<file path="src/rtl/cdc_bus_launch_if.sv">
// Source-side bundle for the toggle-handshake bus launcher:
// word intake, launch bus, request/ack toggles and status.
interface cdc_bus_launch_if #(
  parameter int WIDTH = 32
);
  logic [WIDTH-1:0] din;
  logic             din_valid;
  logic             din_ready;
  logic [WIDTH-1:0] xfer_data;
  logic             xfer_req;
  logic             xfer_ack;
  logic             busy;
  logic             timeout_err;

  modport master (
    output din, din_valid, xfer_ack,
    input  din_ready, xfer_data, xfer_req,
    input  busy, timeout_err
  );

  modport slave (
    input  din, din_valid, xfer_ack,
    output din_ready, xfer_data, xfer_req,
    output busy, timeout_err
  );
endinterface

</file>
<file path="src/rtl/cdc_bus_launch.sv">
// Launches a held multi-bit word across a clock boundary with a
// toggle request, then waits for the resynchronised ack toggle.
module cdc_bus_launch #(
  parameter int WIDTH         = 32,
  parameter int SETTLE_CYCLES = 2,
  parameter int ACK_TIMEOUT   = 0
) (
  input logic              clk,
  input logic              sclr,
  cdc_bus_launch_if.slave  bus
);
  localparam int SW = (SETTLE_CYCLES > 1) ? $clog2(SETTLE_CYCLES) : 1;
  localparam int TW = (ACK_TIMEOUT > 0) ? $clog2(ACK_TIMEOUT + 1) : 1;
  localparam logic [SW-1:0] SCNT_INIT = SW'(SETTLE_CYCLES - 1);
  localparam logic [TW-1:0] TO_MAX = TW'(ACK_TIMEOUT);
  localparam logic [TW-1:0] TO_LAST =
    TW'((ACK_TIMEOUT > 0) ? ACK_TIMEOUT - 1 : 0);
  localparam bit TO_EN = (ACK_TIMEOUT > 0);

  if (SETTLE_CYCLES < 1) begin : g_bad_settle
    $error("cdc_bus_launch: SETTLE_CYCLES must be >= 1");
  end

  typedef enum logic [1:0] {
    S_IDLE,
    S_SETTLE,
    S_WAIT
  } state_t;

  state_t           r_state;
  state_t           w_state_nxt;
  logic [WIDTH-1:0] r_data;
  logic [WIDTH-1:0] w_data_nxt;
  logic             r_req;
  logic             w_req_nxt;
  logic [SW-1:0]    r_scnt;
  logic [SW-1:0]    w_scnt_nxt;
  logic [TW-1:0]    r_tcnt;
  logic [TW-1:0]    w_tcnt_nxt;
  logic             r_err;
  logic             w_err_nxt;
  logic             w_match;
  logic             w_ready;

  assign w_match = (bus.xfer_ack == r_req);
  assign w_ready = (r_state == S_IDLE) && w_match;

  assign bus.din_ready   = w_ready;
  assign bus.xfer_data   = r_data;
  assign bus.xfer_req    = r_req;
  assign bus.busy        = (r_state != S_IDLE);
  assign bus.timeout_err = r_err;

  always_ff @(posedge clk) begin
    if (sclr) begin
      r_state <= S_IDLE;
      r_data  <= '0;
      r_req   <= 1'b0;
      r_scnt  <= '0;
      r_tcnt  <= '0;
      r_err   <= 1'b0;
    end else begin
      r_state <= w_state_nxt;
      r_data  <= w_data_nxt;
      r_req   <= w_req_nxt;
      r_scnt  <= w_scnt_nxt;
      r_tcnt  <= w_tcnt_nxt;
      r_err   <= w_err_nxt;
    end
  end

  always_comb begin
    w_state_nxt = r_state;
    w_data_nxt  = r_data;
    w_req_nxt   = r_req;
    w_scnt_nxt  = r_scnt;
    w_tcnt_nxt  = r_tcnt;
    w_err_nxt   = r_err;
    unique case (r_state)
      S_IDLE: begin
        if (bus.din_valid && w_ready) begin
          w_data_nxt  = bus.din;
          w_scnt_nxt  = SCNT_INIT;
          w_state_nxt = S_SETTLE;
        end
      end
      S_SETTLE: begin
        if (r_scnt == '0) begin
          w_req_nxt   = ~r_req;
          w_tcnt_nxt  = '0;
          w_state_nxt = S_WAIT;
        end else begin
          w_scnt_nxt = r_scnt - SW'(1);
        end
      end
      S_WAIT: begin
        if (w_match) begin
          w_state_nxt = S_IDLE;
        end else begin
          // saturating wait counter; the flag is sticky
          if (r_tcnt != TO_MAX) w_tcnt_nxt = r_tcnt + TW'(1);
          if (TO_EN && (r_tcnt == TO_LAST)) w_err_nxt = 1'b1;
        end
      end
      default: w_state_nxt = S_IDLE;
    endcase
  end
endmodule

</file>
<file path="src/flat_wrapper.sv">
// flat-port wrapper written by rule: the top's interface ports become plain ports
module cdc_bus_launch_flat 
#(
  parameter int WIDTH         = 32,
  parameter int SETTLE_CYCLES = 2,
  parameter int ACK_TIMEOUT   = 0
)
  (clk, sclr, bus_din, bus_din_valid, bus_xfer_ack, bus_din_ready, bus_xfer_data, bus_xfer_req, bus_busy, bus_timeout_err);
  cdc_bus_launch_if #(.WIDTH(WIDTH)) bus_i ();
  input logic clk;
  input logic sclr;
  input wire logic [$bits(bus_i.din)-1:0] bus_din;
  input wire logic [$bits(bus_i.din_valid)-1:0] bus_din_valid;
  input wire logic [$bits(bus_i.xfer_ack)-1:0] bus_xfer_ack;
  output wire logic [$bits(bus_i.din_ready)-1:0] bus_din_ready;
  output wire logic [$bits(bus_i.xfer_data)-1:0] bus_xfer_data;
  output wire logic [$bits(bus_i.xfer_req)-1:0] bus_xfer_req;
  output wire logic [$bits(bus_i.busy)-1:0] bus_busy;
  output wire logic [$bits(bus_i.timeout_err)-1:0] bus_timeout_err;
  assign bus_i.din = bus_din;
  assign bus_i.din_valid = bus_din_valid;
  assign bus_i.xfer_ack = bus_xfer_ack;
  assign bus_din_ready = bus_i.din_ready;
  assign bus_xfer_data = bus_i.xfer_data;
  assign bus_xfer_req = bus_i.xfer_req;
  assign bus_busy = bus_i.busy;
  assign bus_timeout_err = bus_i.timeout_err;
  cdc_bus_launch #(.WIDTH(WIDTH), .SETTLE_CYCLES(SETTLE_CYCLES), .ACK_TIMEOUT(ACK_TIMEOUT)) u_core (.clk(clk), .sclr(sclr), .bus(bus_i));
endmodule
</file>
<file path="config.mk">
export PLATFORM = sky130hd
export DESIGN_NAME = cdc_bus_launch_flat
export DESIGN_NICKNAME = d
export VERILOG_FILES = /design/src/rtl/cdc_bus_launch_if.sv /design/src/rtl/cdc_bus_launch.sv /design/src/flat_wrapper.sv
export SDC_FILE = /design/constraint.sdc
export NUM_CORES = 1
export LEC_CHECK = 0
export ABC_CLOCK_PERIOD_IN_PS = 3600
export CAP_MARGIN = 20
export CORE_ASPECT_RATIO = 1.4
export CORE_MARGIN = 2
export CORE_UTILIZATION = 45
export CTS_CLUSTER_SIZE = 10
export DETAILED_ROUTE_END_ITERATION = 6
export PLACE_DENSITY = 0.85
export REMOVE_ABC_BUFFERS = 1
export SKIP_CTS_REPAIR_TIMING = 1
export SLEW_MARGIN = 20
export SYNTH_ARGS = -nofsm -noshare
export SYNTH_HDL_FRONTEND = slang
export SYNTH_SLANG_ARGS = --single-unit
</file>
<file path="constraint.sdc">
create_clock -name clk -period 3.6 [get_ports clk]
set_clock_uncertainty 0.1 [all_clocks]
set_input_delay 0.54 -clock clk [delete_from_list [all_inputs] [get_ports clk]]
set_output_delay 0.54 -clock clk [all_outputs]
set_load 0.005 [all_outputs]
</file>
==> impl_results.md, run 1 <==
* Area share of the largest cell type after synthesis at approximately 44%
* Status: completed
* Max-Cap Viols at 0
* TritonCTS clock tree: built
* Yosys top cell by area: dfxtp_1
* Mapped Cells at ~160
* Tcrit/Tclk final at between 60% and 70%
* Vert. Die Dim at 75.57 um
* Routed wire length at 3153 um
* Most frequent CP cell: clkdlybuf4s50_1
* Yosys cell types at 19
* Most frequent cells after synthesis: nand2b_1, dfxtp_1, mux2i_1
* CP Max Fanout at 2
* CP max stage cell: clkdlybuf4s50_1
* Design area at 2411 sq um
* DRC at 0
* Fin util at 67.38%
* Initial Util at approximately 46%
* Count of TritonRoute iterations in the first routing pass at 4
* Synth-to-Final Area Change at 46.43%
* Count of state elements after synthesis at 36
* CTS clk-pin slew, worst paths at ~60 ps
* Detail Route Antenna Nets at 0
* Clock sinks at 36
* Initial antenna violation count at 0
* Post-synthesis sequential area ratio at 43.77%
* Layout net count at 266
* Setup WS post-layout at 1191 ps
* Crit start category: primary input
* Delay-heaviest family, CP: buffers and inverters
* Final Max Slew Viols at 0
* Placement row count at 26
* Place WS at 1036 ps
* Num CTS Buffers at 5
* Ant. Diodes at 0
* Top sig layer: met4
* Critical path class: in -> out
* Placed Cells at 265
* Wl on met1 at 1332 um
* GRT overflow at 0
* Vias at 1263
* Die X-Extent at 55.13 um
* Synth Cell Area at 1647 sq um
* Largest net degree at the start of global routing at just under 70
* Synth area leaders: dfxtp_1, nand2b_1, mux2i_1
* Largest stage delay, worst path at ~510 ps
* Slew HR at 57.11%
* Initial drt markers at 18
* Global-route wire length before repair at 4733 um
* Via density at 4.626
* Total power at between 0.9 and 1 mW
* Tmin final at 2409 ps
* H-tree depth at 2
* Hold Vio Cnt, Final at 0
* Vias in the first global route at 1144
* Syn_area_per_cell at around 10 sq um
* Critical Path End Type: output port
* Post-synth top flop: dfxtp_1
* Worst path cell trace: clkdlybuf4s50_1 > xor2_1 > nor2_1 > clkdlybuf4s50_1
* Total Negative Setup Slacks at 0 ps
* Root buffer cell: clkbuf_8
* Lkg Pwr at 0.8972 nW
* Port Buffers at 70
* Fillers at 299
* Met2 routed WL at ~1500 um
* Async set-reset flop share out of synthesis at 0%
* Placed Instance Area at about 2300 sq um
* Max Fclk at 415.1 MHz
* WL/cell at 11.55 um
* I/O Pins at 72
* Non-filler cells, final at 273
* Power Dens Cells at 388.0 nW/um^2
* Routed length on met3 at roughly 250 um
* Worst-Skew Late Latency at approximately 280 ps
* Total Die Area at 4166 sq um
* Layout cells sized above 1 at between 5 and 6%
* GRT Overall Usage at around 16%
* Yosys warns at 0
* HP Class: reg -> reg
* Hold_ws at 371.1 ps
* Most common cell in the synthesized netlist: nand2b_1
* Crit path buffers/inverters at 2
* Critical Path RT at 2960 ps
* Unrepaired setup endpoints after global routing: no
* Worst-Margin Slew at 643.3 ps
* CP arrival at ~1800 ps
* Core area at 3578 sq um
* Maximum vdd drop at 0.3805 mV
* Final setup fails at 0
* Gpl congestion at 0.7153
* Dpl hpwl at 2222 um
* Clock tree buffer depth at 2
* Post-synth EDFFs at 0
-- layout make-up --
| cell class | count | area [sq um] | area share [%] |
|---|---|---|---|
| Timing Repair Buffer | 73 | 723.2 | 29.99 |
| Clock buffer | 6 | 82.58 | 3.425 |
| Sequential cell | 36 | 720.7 | 29.89 |
| Inverter | 2 | 7.507 | 0.3114 |
| Clock inverter | 2 | 10.01 | 0.4152 |
| Multi-Input combinational cell | 112 | 814.5 | 33.78 |
| Tap cell | 42 | 52.55 | 2.180 |
-- power breakdown --
| group | internal, mW | switching, mW | total [mW] |
|---|---|---|---|
| Clock | 0.153 | 0.134 | 0.286 |
| Sequential | 0.429 | 0.0180 | 0.447 |
| Combinational | 0.133 | 0.0685 | 0.202 |
| Total | 0.715 | 0.220 | 0.935 |
-- tightest hold or removal path, cell delays in order (launching register included) --
cell and delay (ps):
dfxtp_1 310, nand2b_1 60, mux2i_1 60
-- path summary, 6_finish.rpt --
check / slack (ps) / to / from / depth (start not counted)
hold / removal: 370 / u_core.bus.xfer_data[2]$_SDFFE_PP0P_ / u_core.bus.xfer_data[2]$_SDFFE_PP0P_ / 2
setup reg to reg: 1680 / u_core.bus.xfer_data[7]$_SDFFE_PP0P_ / u_core.bus.xfer_req$_SDFFE_PP0P_ / 4
hold reg to reg: 370 / u_core.bus.xfer_data[2]$_SDFFE_PP0P_ / u_core.bus.xfer_data[2]$_SDFFE_PP0P_ / 2
setup / recovery: 1190 / bus_din_ready / bus_xfer_ack / 4
-- cells by family after synthesis --
logic type / share of synthesized area, %
simple gates: 26.82
flops: 43.77
mux: 19.45
buf+inv: 6.840
compound gates: 1.292
xor+xnor: 1.596
other cells: 0.2277
-- layout by cell type (no fill, tap or decap), drive strengths merged, types with 2 or more instances in the layout --
cell	n
clkdlybuf4s50	70
nand2b	64
dfxtp	36
mux2i	32
clkbuf	6
nor2	4
buf	3
inv	2
xnor2	2
a21oi	2
clkinv	2
-- state kept, by name, summed over array words and instances (netlist names) --
register              flops
u_core.r_scnt             1
u_core.bus.xfer_data     32
u_core.bus.xfer_req       1
u_core.r_state            2
-- routing by layer --
layer	vias up	global-route usage [%]
met3	4	5.294
met1	565	18.44
met2	44	26.06
met5	-	0
li1	650	-
met4	0	4.878
Note: power is estimated with default switching activity, not from simulation.
==> run 2, diff against run 1 <==
--- a/config.mk
+++ b/config.mk
@@ -5,14 +5,14 @@
 export SDC_FILE = /design/constraint.sdc
 export NUM_CORES = 1
 export LEC_CHECK = 0
-export ABC_CLOCK_PERIOD_IN_PS = 3600
+export ABC_CLOCK_PERIOD_IN_PS = 2300
 export CAP_MARGIN = 20
 export CORE_ASPECT_RATIO = 1.4
 export CORE_MARGIN = 2
-export CORE_UTILIZATION = 45
+export CORE_UTILIZATION = 42
 export CTS_CLUSTER_SIZE = 10
 export DETAILED_ROUTE_END_ITERATION = 6
-export PLACE_DENSITY = 0.85
+export PLACE_DENSITY = 0.8
 export REMOVE_ABC_BUFFERS = 1
 export SKIP_CTS_REPAIR_TIMING = 1
 export SLEW_MARGIN = 20
==> constraint.sdc (replaced) <==
create_clock -name clk -period 2.3 [get_ports clk]
set_clock_uncertainty 0.1 [all_clocks]
set_input_delay 0.345 -clock clk [delete_from_list [all_inputs] [get_ports clk]]
set_output_delay 0.345 -clock clk [all_outputs]
set_load 0.005 [all_outputs]
==> run 2 against run 1 <==
Worst hold slack better by 1.5 ps. Flip-flop and latch count is the same. Critical path type unchanged. Clock-buffer cell count grew 1. Non-clock buffer count unchanged. Cell area increased by 2.4%. Critical endpoint unchanged.
==> impl_results.md, run 2 (synthesis gave the netlist of run 1 again) <==
* Status: completed
* Power Dens Cells at 657.3 nW/um^2
* Crit start category: primary input
* Combinational share of power at 19.8%
* Clock Power Share at 37.0%
* Pint at 1.269 mW
* Die X-Extent at 56.92 um
* Reg2reg start: u_core.bus.xfer_req$_SDFFE_PP0P_
* Hold_ws at around 370 ps
* Total power at 1.623 mW
* Clock sinks at 36
* Max reg flops at 32
* Tcrit/Tclk final at 86.67%
* Final setup fails at 0
* Critical path class: in -> out
* Vert. Die Dim at 78.09 um
* Non-filler cells, final at 273
* Critical Path RT at between 1500 and 2000 ps
* Num CTS Buffers at 5
* Gpl congestion at 0.6827
* Commonest non-fill, non-tap cell in the layout: clkdlybuf4s50_1
* TritonCTS clock tree: built
* Total Die Area at about 4400 sq um
* HP Class: reg -> reg
* Layout cells sized above 1 at between 5 and 6%
* DRC at 0
* CP Max Fanout at 2
* Port Buffers at 70
* Hold_sp: u_core.bus.xfer_data[10]$_SDFFE_PP0P_
* Global-route wire length before repair at between 5000 and 6000 um
* Unrepaired setup endpoints after global routing: no
* Wl on met1 at 1270 um
* I/O Pins at 72
* Routed wire length at 3186 um
* Initial Util at about 44%
* Sw Pwr at 0.3541 mW
* Met2 routed WL at 1570 um
* Detail Route Antenna Nets at 0
* Critical Path End Type: output port
* CP arrival at 1550 ps
* Most frequent cells in the layout: clkdlybuf4s50_1, nand2b_1, dfxtp_1
* Max Fclk at 501.7 MHz
* Hold Vio Cnt, Final at 0
* Initial antenna violation count at 0
* CTS clk-pin slew, worst paths at 70 ps
* Vias at about 1200
* Largest net degree at the start of global routing at 69
* Sequential power share at between 40% and 50%
* Top sig layer: met4
* Final Max Slew Viols at 0
* Max-Cap Viols at 0
* Placement row count at 26
* CP Launch Point: bus_xfer_ack
* Placed Cells at 265
* WL/cell at 11.67 um
* GRT Overall Usage at 15.42%
* GRT overflow at 0
* Core area at 3709 sq um
* Root buffer cell: clkbuf_8
* Total Negative Setup Slacks at 0 ps
* Tmin final at 1993 ps
* Routed length on met3 at ~290 um
* Vias in the first global route at about 1200
* Via density at 4.553
* H-tree depth at 2
* Count of TritonRoute iterations in the first routing pass at 4
* Maximum vdd drop at 0.7044 mV
* Synth-to-Final Area Change at 50.00%
* Layout net count at 266
* Dpl hpwl at around 2200 um
* Initial drt markers at 36
* Lkg Pwr at 0.9187 nW
* Switch share at 21.81%
* Ant. Diodes at 0
* Clock tree buffer depth at 2
* Worst-Skew Late Latency at 290 ps
==> run 2: cell types whose count changed in the layout (fill, tap and decap cells not counted) <==
cell / previous run / this run
clkinv_2: 2 / 0
buf_4: 3 / 1
clkbuf_8: 6 / 7
bufinv_16: 0 / 1
buf_12: 0 / 2
==> run 2: final cells by class <==
type | count | area, sq um
fill | 304 | 1239
timing repair buffer | 73 | 748.2
tap | 42 | 52.55
inverter | 2 | 7.507
sequential | 36 | 720.7
clock buffer | 7 | 96.34
multi-input combinational | 112 | 814.5
clock inverter | 1 | 30.03
==> run 2: power by group through the flow <==
stage | clock network (mW) | registers (mW) | logic, mW
floorplan | 0 | 0.715 | 0.128
global placement | 0 | 0.713 | 0.324
detailed placement | 0 | 0.712 | 0.327
CTS | 0.625 | 0.700 | 0.329
global route | 0.644 | 0.707 | 0.349
finish | 0.601 | 0.701 | 0.322
==> run 2: path summary, 6_finish.rpt <==
check / cells past startpoint / end / slack, ps
max: 4 / bus_din_ready / 310
max reg2reg: 4 / u_core.bus.xfer_data[30]$_SDFFE_PP0P_ / 780
min reg2reg: 2 / u_core.bus.xfer_data[10]$_SDFFE_PP0P_ / 370
min: 2 / u_core.bus.xfer_data[10]$_SDFFE_PP0P_ / 370
==> run 2: critical path, stage by stage <==
cell and delay, ps:
clkdlybuf4s50_1 440, xor2_1 170, nor2_1 90, clkdlybuf4s50_1 500
==> run 2: through the flow <==
step                util (%)  worst slack [ps]  cell area (sq um)
floorplan                  -             138.5               1541
global placement       63.19             308.8               2344
detailed placement     63.19             297.5               2344
CTS                    66.60             296.4               2470
global route           66.60             241.6               2470
finish                 66.60             306.7               2470
==> run 2: metal layers <==
layer | global-route usage (%) | vias up
met2 | 24.71 | 42
li1 | - | 651
met3 | 7.414 | 5
met1 | 16.75 | 545
met5 | 0 | -
met4 | 7.674 | 0
==> run 3, diff against run 2 <==
--- a/config.mk
+++ b/config.mk
@@ -13,7 +13,6 @@
 export CTS_CLUSTER_SIZE = 10
 export DETAILED_ROUTE_END_ITERATION = 6
 export PLACE_DENSITY = 0.8
-export REMOVE_ABC_BUFFERS = 1
 export SKIP_CTS_REPAIR_TIMING = 1
 export SLEW_MARGIN = 20
 export SYNTH_ARGS = -nofsm -noshare
==> run 3 against run 2 <==
Sequential share of layout area up 0.68 points. Die area unchanged. Global-route usage down 0.21 points. Fmax fell by 0.94%. Flip-flop and latch count unchanged. Combinational power is 2% lower. Critical endpoint unchanged. Largest power group unchanged. Highest routed layer unchanged.
==> impl_results.md, run 3 (synthesis gave the netlist of run 1 again) <==
* Worst path cell trace: clkdlybuf4s50_1 > xor2_1 > nor2_1 > clkdlybuf4s50_1
* Clock sinks at 36
* Pint at 1.127 mW
* TritonCTS clock tree: built
* Largest net degree at the start of global routing at 69
* Switch share at between 20% and 30%
* Port Buffers at 70
* HP Class: reg -> reg
* Vias in the first global route at 1241
* Global-route wire length before repair at 5319 um
* Most frequent cells in the layout: clkdlybuf4s50_1, nand2b_1, dfxtp_1
* Status: completed
* Non-filler cells, final at 272
* Placement row count at 26
* Layout cells sized above 1 at 3.913%
* CTS clk-pin slew, worst paths at approximately 60 ps
* Max Fclk at ~500 MHz
* Lkg Pwr at 0.8900 nW
* Critical path class: in -> out
* Combinational share of power at between 20 and 25%
* Final Max Slew Viols at 0
* Area of the multi-input gates at around 800 sq um
* Unrepaired setup endpoints after global routing: no
* CP Max Fanout at 2
* Crit path buffers/inverters at 2
* DRC at 0
* Clock tree buffer depth at 2
* Vias at ~1300
* CP arrival at 1570 ps
* Gpl congestion at 0.7086
* Initial Util at 44.40%
* Critical Path End Type: output port
* Hold Path Sink: u_core.bus.xfer_data[23]$_SDFFE_PP0P_
* Layout net count at 265
* Hold_sp: u_core.bus.xfer_data[23]$_SDFFE_PP0P_
* Sw Pwr at around 0.34 mW
* Register area at 720.7 sq um
* Critical Path RT at 1860 ps
* Count of TritonRoute iterations in the first routing pass at 4
* Dpl hpwl at 2148 um
* Root buffer cell: clkbuf_8
* Total Negative Setup Slacks at 0 ps
* Vert. Die Dim at 78.09 um
* Hold Vio Cnt, Final at 0
* Crit start category: primary input
* Detail Route Antenna Nets at 0
* Die X-Extent at roughly 57 um
* Largest stage delay, worst path at 500 ps
* Delay-heaviest family, CP: buffers and inverters
* Tmin final at 2012 ps
* Max reg flops at 32
* Most frequent CP cell: clkdlybuf4s50_1
* Via density at 4.688
* Commonest non-fill, non-tap cell in the layout: clkdlybuf4s50_1
* Synth-to-Final Area Change at 46.58%
* Ant. Diodes at 0
* Reg2Reg Setup Slack at 830 ps
* Reg2reg end: u_core.bus.xfer_data[25]$_SDFFE_PP0P_
* Placed Cells at between 200 and 300
* GRT overflow at 0
* Sequential power share at 47.8%
* Worst hold path depth at 2
* H-tree depth at 2
* Tcrit/Tclk final at around 90%
* Design area at 2414 sq um
* R2R cell count at 4
* Clock Power Share at 30.6%
* CP max stage cell: clkdlybuf4s50_1
* Maximum vdd drop at 0.4268 mV
* Initial antenna violation count at 0
* Final setup fails at 0
* Max-Cap Viols at 0
* Worst-Skew Late Latency at 280 ps
* Total power at 1.464 mW
* WL/cell at 11.51 um
* I/O Pins at slightly above 70
* Hold_ws at around 370 ps
* Routed wire length at 3132 um
* Initial drt markers at 29
* Syn nets at 198
* Reg2reg start: u_core.bus.xfer_req$_SDFFE_PP0P_
* Placed Instance Area at between 2000 and 2500 sq um
* Total Die Area at 4444 sq um
* Power Dens Cells at 606.4 nW/um^2
* Core area at about 3700 sq um
* Fillers at 330
* Num CTS Buffers at 5
* GRT Overall Usage at 15.21%
run 3: final cells by class:
cell class,instances,area share (%)
tap,42,2.177
timing repair buffer,72,30.17
multi-input combinational,112,33.75
sequential,36,29.86
clock buffer,8,3.733
inverter,2,0.3110
run 3: worst max-delay path by stage:
| stage | start | endpoint | slack, ps | cells past startpoint |
|---|---|---|---|---|
| 2_1_floorplan | u_core.bus.xfer_req$_SDFFE_PP0P_ | u_core.bus.xfer_data[0]$_SDFFE_PP0P_ | 970 | 5 |
| 3_3_place_gp | bus_xfer_ack | bus_din_ready | 300 | 4 |
| 3_5_place_dp | bus_xfer_ack | bus_din_ready | 290 | 4 |
| 4_1_cts | bus_xfer_ack | bus_din_ready | 280 | 4 |
| 5_1_grt | bus_xfer_ack | bus_din_ready | 200 | 4 |
| 6_report | bus_xfer_ack | bus_din_ready | 290 | 4 |
run 3: worst register-to-register path, delay by kind of cell, from the launching register on:
kind | cells | cell delay, ps
multiplexers | 1 | 240
AND/OR/NAND/NOR | 1 | 230
flip-flops | 1 | 430
buffers and inverters | 1 | 240
XOR/XNOR | 1 | 160
run 3: through the flow:
stage	setup WS [ps]	util [%]
after floorplan	974.6	-
after global placement	302.7	62.65
after detailed placement	288.2	62.65
after CTS	277.1	65.08
after global routing	196.6	65.08
final	287.8	65.08
run 3: power groups by stage:
stage	Combinational (mW)	Clock [mW]	Sequential, mW
2_1_floorplan	0.163	0	0.715
3_3_place_gp	0.319	0	0.712
3_5_place_dp	0.321	0	0.713
4_1_cts	0.322	0.474	0.700
5_1_grt	0.345	0.496	0.706
6_report	0.316	0.448	0.700
run 3: metal layers:
layer  wire length, um  vias up  global-route usage [%]
met5                 0        -                       0
met4                41        0                   6.279
met3               273        4                   6.590
met2              1568       42                   26.32
met1              1249      579                   15.81
li1                  -      650                       -
